[config.mk]
export PLATFORM = sky130hd
export DESIGN_NAME = master_request_arbiter
export DESIGN_NICKNAME = d
export VERILOG_FILES = /design/src/rtl/master_request_arbiter.sv
export SDC_FILE = /design/constraint.sdc
export NUM_CORES = 1
export LEC_CHECK = 0
export ABC_CLOCK_PERIOD_IN_PS = 3370
export BUFFER_PORTS_ARGS = -buffer_cell sky130_fd_sc_hd__buf_2
export CAP_MARGIN = 20
export CORE_AREA = 2 2 238 240
export DETAILED_ROUTE_END_ITERATION = 12
export DIE_AREA = 0 0 240 242
export SLEW_MARGIN = 10
export SYNTH_ARGS = -nofsm -noshare
export SYNTH_HDL_FRONTEND = slang
export SYNTH_SLANG_ARGS = --single-unit
[constraint.sdc]
create_clock -name master_clk -period 3.37 [get_ports master_clk]
set_input_delay 0.674 -clock master_clk [delete_from_list [all_inputs] [get_ports master_clk]]
set_output_delay 0.674 -clock master_clk [all_outputs]
set_load 0.02 [all_outputs]
[src/rtl/master_request_arbiter.sv]
// Round-robin arbiter sharing one SAP master request port among C_NUM_REQ
// requesters. Each issued request is tagged, and its owner is queued so that
// in-order completions are routed back to the requester that issued them.
module master_request_arbiter #(
  parameter int unsigned C_NUM_REQ         = 4,
  parameter int unsigned C_MAX_OUTSTANDING = 8
) (
  input  logic                      master_clk,
  input  logic                      master_rst,
  input  logic [C_NUM_REQ-1:0]      req_valid,
  input  logic [4*C_NUM_REQ-1:0]    req_type,
  input  logic [10*C_NUM_REQ-1:0]   req_flow,
  input  logic [64*C_NUM_REQ-1:0]   req_address,
  input  logic [36*C_NUM_REQ-1:0]   req_length,
  output logic [C_NUM_REQ-1:0]      req_accept,
  output logic [3:0]                req_issue_tag,
  output logic [C_NUM_REQ-1:0]      req_done,
  output logic [6:0]                req_done_error,
  output logic                      master_request,
  input  logic                      master_request_ack,
  input  logic                      master_request_complete,
  input  logic [6:0]                master_request_error,
  output logic [3:0]                master_request_tag,
  output logic [3:0]                master_request_type,
  output logic [9:0]                master_request_flow,
  output logic [63:0]               master_request_local_address,
  output logic [35:0]               master_request_length,
  output logic [4:0]                outstanding_count,
  output logic                      spurious_complete
);

  localparam int unsigned W_IDX = (C_NUM_REQ > 1) ? $clog2(C_NUM_REQ) : 1;
  localparam int unsigned W_PTR = (C_MAX_OUTSTANDING > 1) ? $clog2(C_MAX_OUTSTANDING) : 1;
  localparam logic [W_IDX-1:0] C_LAST_IDX = W_IDX'(C_NUM_REQ - 1);
  localparam logic [W_PTR-1:0] C_LAST_PTR = W_PTR'(C_MAX_OUTSTANDING - 1);
  localparam logic [4:0]       C_MAX_CNT  = 5'(C_MAX_OUTSTANDING);

  typedef enum logic {S_IDLE, S_ISSUE} state_t;

  state_t             r_state;
  logic [W_IDX-1:0]   r_rr_ptr;
  logic [W_IDX-1:0]   r_winner;
  logic [3:0]         r_tag_ctr;
  logic [W_IDX-1:0]   r_fifo [C_MAX_OUTSTANDING];
  logic [W_PTR-1:0]   r_wr_ptr;
  logic [W_PTR-1:0]   r_rd_ptr;
  logic [4:0]         r_count;

  logic               w_found;
  logic [W_IDX-1:0]   w_sel_idx;
  logic [W_IDX-1:0]   w_cand;
  logic               w_push;
  logic               w_pop;

  assign w_push            = (r_state == S_ISSUE) && master_request_ack;
  assign w_pop             = master_request_complete && (r_count != '0);
  assign outstanding_count = r_count;

  // Pick the first pending requester at or after the round-robin pointer.
  always_comb begin
    w_found   = 1'b0;
    w_sel_idx = '0;
    w_cand    = '0;
    for (int unsigned off = 0; off < C_NUM_REQ; off++) begin
      w_cand = W_IDX'((32'(r_rr_ptr) + off) % C_NUM_REQ);
      if (!w_found && req_valid[w_cand]) begin
        w_found   = 1'b1;
        w_sel_idx = w_cand;
      end
    end
  end

  // Request FSM: latch winner fields in IDLE, hold the strobe in ISSUE until ack.
  always_ff @(posedge master_clk or negedge master_rst) begin
    if (!master_rst) begin
      r_state                      <= S_IDLE;
      r_rr_ptr                     <= '0;
      r_winner                     <= '0;
      r_tag_ctr                    <= '0;
      req_accept                   <= '0;
      req_issue_tag                <= '0;
      master_request               <= 1'b0;
      master_request_tag           <= '0;
      master_request_type          <= '0;
      master_request_flow          <= '0;
      master_request_local_address <= '0;
      master_request_length        <= '0;
    end else begin
      req_accept <= '0;
      case (r_state)
        S_IDLE: begin
          if (w_found && (r_count < C_MAX_CNT)) begin
            r_winner                     <= w_sel_idx;
            master_request               <= 1'b1;
            master_request_tag           <= r_tag_ctr;
            master_request_type          <= req_type[32'(w_sel_idx)*4 +: 4];
            master_request_flow          <= req_flow[32'(w_sel_idx)*10 +: 10];
            master_request_local_address <= req_address[32'(w_sel_idx)*64 +: 64];
            master_request_length        <= req_length[32'(w_sel_idx)*36 +: 36];
            r_state                      <= S_ISSUE;
          end
        end
        S_ISSUE: begin
          if (master_request_ack) begin
            master_request       <= 1'b0;
            req_accept[r_winner] <= 1'b1;
            req_issue_tag        <= r_tag_ctr;
            r_tag_ctr            <= r_tag_ctr + 4'd1;
            r_rr_ptr             <= (r_winner == C_LAST_IDX) ? '0 : r_winner + 1'b1;
            r_state              <= S_IDLE;
          end
        end
        default: r_state <= S_IDLE;
      endcase
    end
  end

  // Owner storage; contents need no reset since occupancy is tracked by r_count.
  always_ff @(posedge master_clk) begin
    if (w_push) r_fifo[r_wr_ptr] <= r_winner;
  end

  // Owner FIFO pointers, occupancy, completion routing and spurious flag.
  always_ff @(posedge master_clk or negedge master_rst) begin
    if (!master_rst) begin
      r_wr_ptr          <= '0;
      r_rd_ptr          <= '0;
      r_count           <= '0;
      req_done          <= '0;
      req_done_error    <= '0;
      spurious_complete <= 1'b0;
    end else begin
      req_done <= '0;
      if (w_push) r_wr_ptr <= (r_wr_ptr == C_LAST_PTR) ? '0 : r_wr_ptr + 1'b1;
      if (master_request_complete) begin
        if (w_pop) begin
          req_done[r_fifo[r_rd_ptr]] <= 1'b1;
          req_done_error             <= master_request_error;
          r_rd_ptr                   <= (r_rd_ptr == C_LAST_PTR) ? '0 : r_rd_ptr + 1'b1;
        end else begin
          spurious_complete <= 1'b1;
        end
      end
      case ({w_push, w_pop})
        2'b10:   r_count <= r_count + 5'd1;
        2'b01:   r_count <= r_count - 5'd1;
        default: r_count <= r_count;
      endcase
    end
  end

endmodule

# Word level (Yosys, flattened, before mapping)
# Memory sizes are Yosys's and may differ from the RTL's.
# Index checks and enable logic that the tools add are counted.
# word_totals
reg_bits	159
ram_bits	16
wordCells	106
memories	1
# mem_list
name	words	word_bits	read_ports	rd_ports_with_merged_regs	wr	line	text
r_fifo	8	2	1	0	1	44	logic [W_IDX-1:0] r_fifo [C_MAX_OUTSTANDING];
# op_classes
add_sub_neg	9
mul	2
n_lt_le_gt_ge	9
n_eq_ne	7
n_shift	4
mux	36
bitwise	2
n_reduce_logical	18
# op_table
operator	n
256-bit by 9-bit variable part select with 64-bit output	1
144-bit by 9-bit variable part select with 36-bit output	1
40-bit by 7-bit variable part select with 10-bit output	1
2-bit by 3-bit less-than comparator with 1-bit output (second input constant)	6
1-bit two-way mux	16
4-bit two-way mux	4
16-bit by 5-bit variable part select with 4-bit output	1
2-bit two-way mux	5
5-bit case mux with 2 select lines	1
2-bit AND reduction	5
1-bit binary-select mux with 2-bit select	4
1-bit logical AND	8
3-bit by 1-bit adder with 3-bit output (second input constant)	2
3-bit equality test (second input constant)	2
2-bit by 4-bit multiplier with 6-bit output (second input constant)	1
3-bit two-way mux	2
5-bit by 1-bit adder with 5-bit output (second input constant)	1
5-bit by 4-bit less-than comparator with 1-bit output (second input constant)	1
2-bit by 3-bit multiplier with 5-bit output (second input constant)	1
5-bit nonzero test	1
5-bit by 1-bit subtractor with 5-bit output (second input constant)	1
2-bit by 1-bit adder with 2-bit output (second input constant)	2
2-bit adder (second input constant)	2
4-bit by 1-bit adder with 4-bit output (second input constant)	1
9 further kinds	17

# Longest topological paths before layout
# Gate-level depths: netlist (run 1).
# logic_depth
depth_word	15
depth_mapped	13
depth_no_buf	11

# Worst setup path before layout (run 1)
# Ideal clock, no wire load.
# synth_timing
path_kind	input -> register
startpoint	input port master_request_ack
endpoint	register r_count[4], in the netlist outstanding_count[4]
setup_ns	0.080
t_arrival_ns	2.881
slack_ns	0.410
cell_stages	13
path_buffers	3
cell_sequence	and2_1 -> buf_2 -> inv_1 -> clkbuf_1 -> ha_1 -> clkbuf_1 -> xor2_1 -> ha_1 -> inv_1 -> o21ai_0 -> a211o_1 -> a31oi_1 -> xor2_1
# synth_via
elab_chain_len	3
word_cells_on_any_way	5
# synth_rtl
item	line	text
from (decl)	20	input logic master_request_ack,
1-bit logical AND *	55	assign w_push = (r_state == S_ISSUE) && master_request_ack;
2-bit by 1-bit equality test with 1-bit output or 2-bit equality test (tied branches)	144	case ({w_push, w_pop})
5-bit case mux with 2 select lines or 2-bit nonzero test (tied branches)	n/a	
to (signal assigned)	145	2'b10: r_count <= r_count + 5'd1;
to (signal assigned)	146	2'b01: r_count <= r_count - 5'd1;
to (signal assigned)	147	default: r_count <= r_count;
to (decl)	47	logic [4:0] r_count;
# Every way passes the cells marked *; elsewhere a longest branch is shown, timed or not.
# A chain may end at the register's enable or synchronous reset.

# Final worst setup path (run 1)
# layout_timing
startpoint	register r_count[1], in the netlist outstanding_count[1]
endpoint	register r_count[4], in the netlist outstanding_count[4]
# layout_via
elab_chain_len	4
word_cells_on_any_way	8
# layout_rtl
item
parallel branches: the longest is 4 deep, another holds 5-bit by 1-bit subtractor with 5-bit output
# Parallel ways; which one is timed is not known.

==> results by group, run 1 <==
Run status
  – Status: completed

Routing
  – Via count: 9274
  – Total wire length: 37.96 mm
  – Via density: 4.239
  – Drt first-iter violations: 353
  – DRC: 0
  – Routed len/inst: 17.35 um
  – Initial DRT Pass Iterations: 4
  – ANT nets after route: 0

Clocking
  – Clock sinks: 175
  – CTS tree: done
  – H-tree levels: 4
  – Clock Tree Root: clkbuf_16
  – Skew-Pair Late Insertion Delay: 0.48 ns
  – TritonCTS Buffers: 17
  – Cts hold-fix bufs: 0
  – Clock transition at path regs: 0.08 ns
  – Setup bufs post-CTS: 0
  – CTS resizes: 0
  – Maximum clock path buffer count: 2

Placement
  – Port Buffer Count: 614
  – GP Congestion: 0.9394
  – Dpl cells: 2150
  – Hpwl dp: 30.17 mm

Setup path
  – Reg2reg end: outstanding_count[4]
  – Worst r2r src: outstanding_count[1]
  – CP Launch Type: register
  – Max FO, Critical Path: 8
  – Slowest stage delay, CP: 0.53 ns
  – CP max stage cell: or4_1
  – Crit path DAT: 3.27 ns
  – Critical Path RT: 3.78 ns
  – R2r setup slk: 0.51 ns
  – Crit path kind: reg2reg
  – CP cell instances: or4_1 > nor2_1 > nor2b_1 > ha_1 > xor2_1 > ha_1 > inv_1 > o21ai_0 > a211o_1 > a31oi_1 > xor2_1
  – Crit end category: register
  – Worst R2R Path Depth: 11

Power and ir drop
  – Maximum vdd drop: 360.3 uV
  – Lkg Pwr: 0.007309 uW
  – Total power per unit cell area: 860.9 mW/mm^2

Logic synthesis
  – Synth Flop Type: dfrtp_1
  – Synth cell count leaders: mux2i_1 (230), dfrtp_1 (159), nand2_1 (122), o221ai_1 (66), o221ai_2 (49)
  – Synth Area in Adders: 1.627%
  – FF+latch count, synth: 175
  – Seq/Total Area, Yosys: 44.61%
  – Cell taking the most area after synthesis: dfrtp_1
  – Area contributors post-synth: dfrtp_1 (40%), mux2i_1 (23%), o221ai_2 (7.4%)
  – Count leader, synth: mux2i_1
  – Synthesized area per cell: 12.07 um^2
  – Post-synth EDFFs: 16
  – Post-Synth Simple-Gate Area: 6.571%
  – Syn Nets: 1312
  – Post-synthesis xor/xnor area fraction: 0.7885%
  – Largest family of logic cells by synthesized area: multiplexers
  – Cell count after synthesis: 828
  – Share of flip-flops with an asynchronous set or reset: 90.86%
  – Synth Area in Compound Gates: 14.68%
  – Synth unique cells: 40
  – Area share of the largest cell type after synthesis: 39.80%
  – Post-synthesis mux area share: 26.75%
  – Yosys warnings: 0
  – Post-Synthesis Cell Area: 0.009997 mm^2

Hold path
  – Worst hold-check path type: in2async

Floorplan
  – Cell row count: 87
  – I/O pins: 615
  – DIE WIDTH: 240 um
  – CORE AREA: 0.05573 mm^2
  – DIE HEIGHT: 242 um
  – Starting Density: 17.94%
  – Total die area: 0.05808 mm^2

Layout
  – Nets@finish: 1897
  – Final cell count without fillers: 2188
  – Core Util, Final: 26.01%
  – Fraction of layout cells with a size suffix above 1: 52.10%
  – Area Growth Syn to Fin: 44.99%

STA
  – Period utilization: 84.83%
  – Worst-Margin Slew: 0.7772 ns
  – RSZ-0062 raised after global routing: false
  – Final setup violation count: 0
  – Period minus WS final: 2.859 ns
  – Final hold vios: 0
  – Final max-slew violation count: 0
  – Fmax: 349.8 MHz
  – Fin Setup TNS: 0 ns
  – Relative slew slack: 48.19%
  – Clock skew: 0.01278 ns

GRT
  – Vias in the first global route: 9510
  – Initial antenna violation count: 7
  – Pin count of the biggest net entering global routing: 84
  – GRT Util Overall: 12.69%
  – First-pass GRT wire length: 55.39 mm
  – Grt total ovfl: 0

Flow run
  – Maxcap violations: 0
-- placed cells by master, fill, tap and decap left out, types with 5 or more instances in the layout --
master,count
inv_1,8
edfxtp_1,16
mux2i_1,230
diode_2,6
ha_1,13
nor2_1,10
o221ai_1,66
buf_4,13
mux2_1,8
buf_12,9
o21ai_0,5
nor3_1,7
nand2_1,122
o221ai_2,49
dfrtp_1,159
buf_2,613
mux2_2,17
clkbuf_16,17
xor2_1,5
inv_12,6
nand2b_1,5
-- flip-flops by register name, indices dropped and copies added, names as in the netlist, 2 cells and up --
register and flops:
r_wr_ptr 3, r_tag_ctr 4, r_rr_ptr 2, req_done 4
outstanding_count 5, r_fifo 16, master_request_length 36, master_request_type 4
master_request_tag 4, req_issue_tag 4, r_rd_ptr 3, req_done_error 7
master_request_local_address 64, req_accept 4, r_winner 2, master_request_flow 10
-- logic make-up (layout without fill, tap and decap cells) --
kind of cell | Yosys count | after routing
AO/OA/AOI/OAI | 135 | 135
other | 0 | 6
AND/OR/NAND/NOR | 159 | 159
flip-flops | 175 | 175
adder cells (fa/ha/maj) | 13 | 13
XOR/XNOR | 9 | 9
buffers and inverters | 78 | 676
multiplexers | 259 | 259
-- layer usage --
layer  up-vias  routed length (um)  GRT usage, %
met5         -                   0             0
met4         0                1167         5.681
met3        50                2488         3.612
met2       381               18800         21.16
met1      4534               15510         15.06
li1       4309                   -             -
-- worst max path at each step --
| stage | to | start | slack (ns) |
|---|---|---|---|
| 2_1_floorplan | outstanding_count[4] | master_request_ack | 0.41 |
| 3_3_place_gp | outstanding_count[4] | outstanding_count[1] | 0.66 |
| 3_5_place_dp | outstanding_count[4] | outstanding_count[1] | 0.55 |
| 4_1_cts | outstanding_count[4] | outstanding_count[1] | 0.52 |
| 5_1_grt | outstanding_count[4] | outstanding_count[1] | 0.39 |
| 6_report | outstanding_count[4] | outstanding_count[1] | 0.51 |
-- worst max-delay path: cells and delay by family (launching register included) --
family	cells	cell delay, ns
and+or+nand+nor	3	0.76
buffers and inverters	1	0.07
xor gates and xnor gates	2	0.35
adders and majority gates	2	0.52
AOI/OAI and AO/OA	3	0.63
DFF	1	0.46
-- layout make-up --
type	count	area, um^2
tap	756	945.9
sequential	175	4459
clock buffer	17	425.4
antenna	6	15.01
clock inverter	15	211.5
multi-input combinational	575	5051
fill	5964	41240
inverter	8	30.03
timing repair buffer	636	3357
-- per-stage QoR --
stage | power [uW] | setup slack, ns | hold WS (ns) | cell area (um^2)
2_1_floorplan | 8286 | 0.4096 | 0.3784 | 9997
3_3_place_gp | 10260 | 0.6606 | 0.4435 | 13840
3_5_place_dp | 10410 | 0.5513 | 0.4459 | 13840
4_1_cts | 12680 | 0.5179 | 0.06207 | 14480
5_1_grt | 13320 | 0.3868 | 0.09085 | 14490
6_report | 12480 | 0.5112 | 0.09764 | 14500
-- power by group --
| group | total (uW) | leakage, uW | internal [uW] | switching [uW] |
|---|---|---|---|---|
| Combinational | 6570 | 0.00489 | 2690 | 3880 |
| Sequential | 3730 | 0.00212 | 3070 | 657 |
| Clock | 2180 | 0.000307 | 1040 | 1140 |
| Total | 12500 | 0.00731 | 6810 | 5670 |
(Power assumes the default switching activity.)
==> inputs of run 2 (changes only) <==
Settings changed: ABC_AREA set to 1, ABC_CLOCK_PERIOD_IN_PS 3370 to 2800, CORE_AREA 2 2 238 240 to 2 2 240 242, DIE_AREA 0 0 240 242 to 0 0 242 244.
Clock period 3.37 ns to 2.8 ns, I/O delays scaled along.
==> results by group, run 2 <==
Run status
  – Status: completed

Clocking
  – Clock Tree Root: clkbuf_16
  – Setup bufs post-CTS: 0 (unchanged)
  – TritonCTS Buffers: 17 (unchanged)
  – CTS tree: done
  – Skew-Pair Late Insertion Delay: 0.49 ns (about the same)
  – Maximum clock path buffer count: 2 (unchanged)
  – Cts hold-fix bufs: 0 (unchanged)
  – CTS resizes: 0 (unchanged)
  – Clock sinks: 175 (unchanged)
  – Clock transition at path regs: 0.08 ns (about the same)
  – H-tree levels: 4 (unchanged)

Layout
  – Fraction of layout cells with a size suffix above 1: 28.59% (-24 points)
  – Commonest non-fill, non-tap cell in the layout: nand2_1
  – Filler cell count: 6367 (+6.8%)
  – Core Util, Final: 29.96% (+4.0 points)
  – Nets@finish: 2982 (+57%)
  – Most frequent cells in the layout: nand2_1 (722), buf_2 (613), inv_1 (382)
  – Largest regs: master_request_local_address: 64 flops, master_request_length: 36 flops, r_fifo: 16 flops
  – Most flops, register: master_request_local_address
  – Area Growth Syn to Fin: 38.50%
  – Largest register FFs: 64 (unchanged)

Logic synthesis
  – Share of flip-flops with an asynchronous set or reset: 90.86% (unchanged)
  – Post-synth EDFFs: 16 (unchanged)
  – Yosys warnings: 0 (unchanged)
  – Post-Synthesis Cell Area: 0.01215 mm^2 (+22%)
  – Count leader, synth: nand2_1
  – Synth Flop Type: dfrtp_1
  – Post-Synth Simple-Gate Area: 38.04% (+31 points)
  – Post-synthesis xor/xnor area fraction: 0.5046% (-0.28 points)
  – Cell count after synthesis: 1934 (+130%)
  – Synth unique cells: 30 (-25%)
  – Cell taking the most area after synthesis: dfrtp_1
  – Synth Area in Adders: 1.339% (-0.29 points)
  – Seq/Total Area, Yosys: 36.70% (-7.9 points)
  – Synthesized area per cell: 6.283 um^2 (-48%)
  – Synth cell count leaders: nand2_1 (724), inv_1 (382), nand3_1 (187), dfrtp_1 (159), nand4_1 (120)
  – FF+latch count, synth: 175 (unchanged)
  – Largest family of logic cells by synthesized area: simple AND/OR/NAND/NOR gates
  – Area contributors post-synth: dfrtp_1 (33%), nand2_1 (22%), inv_1 (12%)
  – Post-synthesis mux area share: 0% (-27 points)
  – Synth Area in Compound Gates: 6.343% (-8.3 points)
  – Syn Nets: 2418 (+84%)
  – Area share of the largest cell type after synthesis: 32.75% (-7.1 points)

GRT
  – First-pass GRT wire length: 73.92 mm (+33%)
  – GRT Util Overall: 16.06% (+3.4 points)
  – Grt total ovfl: 0 (unchanged)
  – Vias in the first global route: 13337 (+40%)
  – Initial antenna violation count: 12 (+5)
  – Pin count of the biggest net entering global routing: 106 (+26%)

Setup path
  – Crit end category: register
  – Critical Path RT: 3.23 ns (-0.55 ns)
  – Crit path kind: reg2reg
  – CP Launch Type: register
  – Crit path DAT: 2.87 ns (-0.40 ns)
  – Max FO, Critical Path: 52 (+44)

Placement
  – GP Congestion: 0.9038 (-3.8%)
  – Hpwl dp: 36.94 mm (+22%)
  – Port Buffer Count: 614 (unchanged)

Power and ir drop
  – Lkg Pwr: 0.01017 uW (+39%)
  – Total power per unit cell area: 1348 mW/mm^2 (+57%)
  – Tot Pwr: 22680 uW (+82%)
  – Maximum vdd drop: 771.3 uV (+110%)

Floorplan
  – I/O pins: 615 (unchanged)
  – Total die area: 0.05905 mm^2 (+1.7%)
  – DIE WIDTH: 242 um (+0.83%)
  – DIE HEIGHT: 244 um (+0.83%)
  – CORE AREA: 0.05617 mm^2 (+0.78%)
  – Cell row count: 87 (unchanged)
  – Starting Density: 21.63% (+3.7 points)

STA
  – Period minus WS final: 2.439 ns (-0.4201 ns)
  – RSZ-0062 raised after global routing: false
  – Fin Hold WS: 0.04274 ns (-0.05490 ns)
  – Period utilization: 87.10% (+2.3 points)
  – Final max-slew violation count: 0 (unchanged)
  – Final setup violation count: 0 (unchanged)
  – Relative slew slack: 57.62% (+9.4 points)
  – Fmax: 410.0 MHz (+17%)
  – Final hold vios: 0 (unchanged)
  – Worst-Margin Slew: 0.6356 ns (-0.1416 ns)
  – Fin Setup TNS: 0 ns (unchanged)
  – Clock skew: 0.009166 ns (-0.003618 ns)

Routing
  – Drt first-iter violations: 881 (+150%)
  – Routed len/inst: 14.77 um (-15%)
  – Via density: 4.322 (+2.0%)
  – Total wire length: 48.34 mm (+27%)
  – DRC: 0 (unchanged)
  – Initial DRT Pass Iterations: 5 (+1)
  – ANT nets after route: 0 (unchanged)
  – Via count: 14143 (+53%)

Flow run
  – Maxcap violations: 0 (unchanged)

Hold path
  – Worst hold-check path type: in2async
run 2: worst max-delay path, cell delays in order (launching register included):
cell and delay, ns:
dfrtp_2 0.51, inv_6 0.13, nand2_1 0.07, nand3_1 0.09, nand2_1 0.10, nor2_2 0.22
nand3_4 0.17, nand3_4 0.16, buf_12 0.24, buf_4 0.24, nand2_1 0.06, o21ai_0 0.13
nand2_1 0.12, nand3_1 0.07
run 2: final timing paths:
check,start,to,slack (ns),cells past startpoint
worst max-delay path,r_rr_ptr[0],master_request_local_address[48],0.36,13
worst min-delay path,master_rst,master_request_length[35],0.04,1
worst max register to register,r_rr_ptr[0],master_request_local_address[48],0.36,13
worst min register to register,req_issue_tag[0],req_issue_tag[0],0.48,2
max in group asynchronous,master_rst,r_rr_ptr[0],1.93,2
min in group master_clk,master_request_error[6],req_done_error[6],0.27,3
run 2: per-stage QoR:
step | instance area [um^2] | instances | worst slack (ns)
2_1_floorplan | 12150 | 1934 | 0.2212
3_3_place_gp | 16170 | 3235 | 0.2236
3_5_place_dp | 16170 | 3235 | 0.2240
4_1_cts | 16810 | 3267 | 0.2532
5_1_grt | 16830 | 3272 | 0.04551
6_report | 16830 | 3272 | 0.3613
run 2: cells by family after synthesis:
logic type,count (synthesis)
simple gates,1077
buf+inv,511
flops,175
compound gates,151
fa+ha+maj,13
xor+xnor,7
run 2: metal layers:
layer | part of all wire, % | up-vias | global-route usage (%)
met2 | 49 | 554 | 26.91
met4 | 3.0 | 4 | 7.262
met1 | 41 | 6413 | 19.57
met5 | 0.050 | - | 0
li1 | - | 7091 | -
met3 | 7.1 | 81 | 3.797
run 2: power breakdown:
part	switching [uW]	total, uW	internal [uW]
registers	727	4400	3680
logic	10400	15700	5240
clock network	1350	2600	1250
run 2: area by class of cell:
cell class	instances	area, um^2	area share [%]
diodes	5	12.51	0.07435
clock buffers	17	425.4	2.528
clock inverters	15	212.7	1.264
inverters	388	1461	8.684
multi-input cells	1248	5663	33.65
flip-flops and latches	175	4461	26.51
well taps	756	945.9	5.621
repair buffers	668	3647	21.67
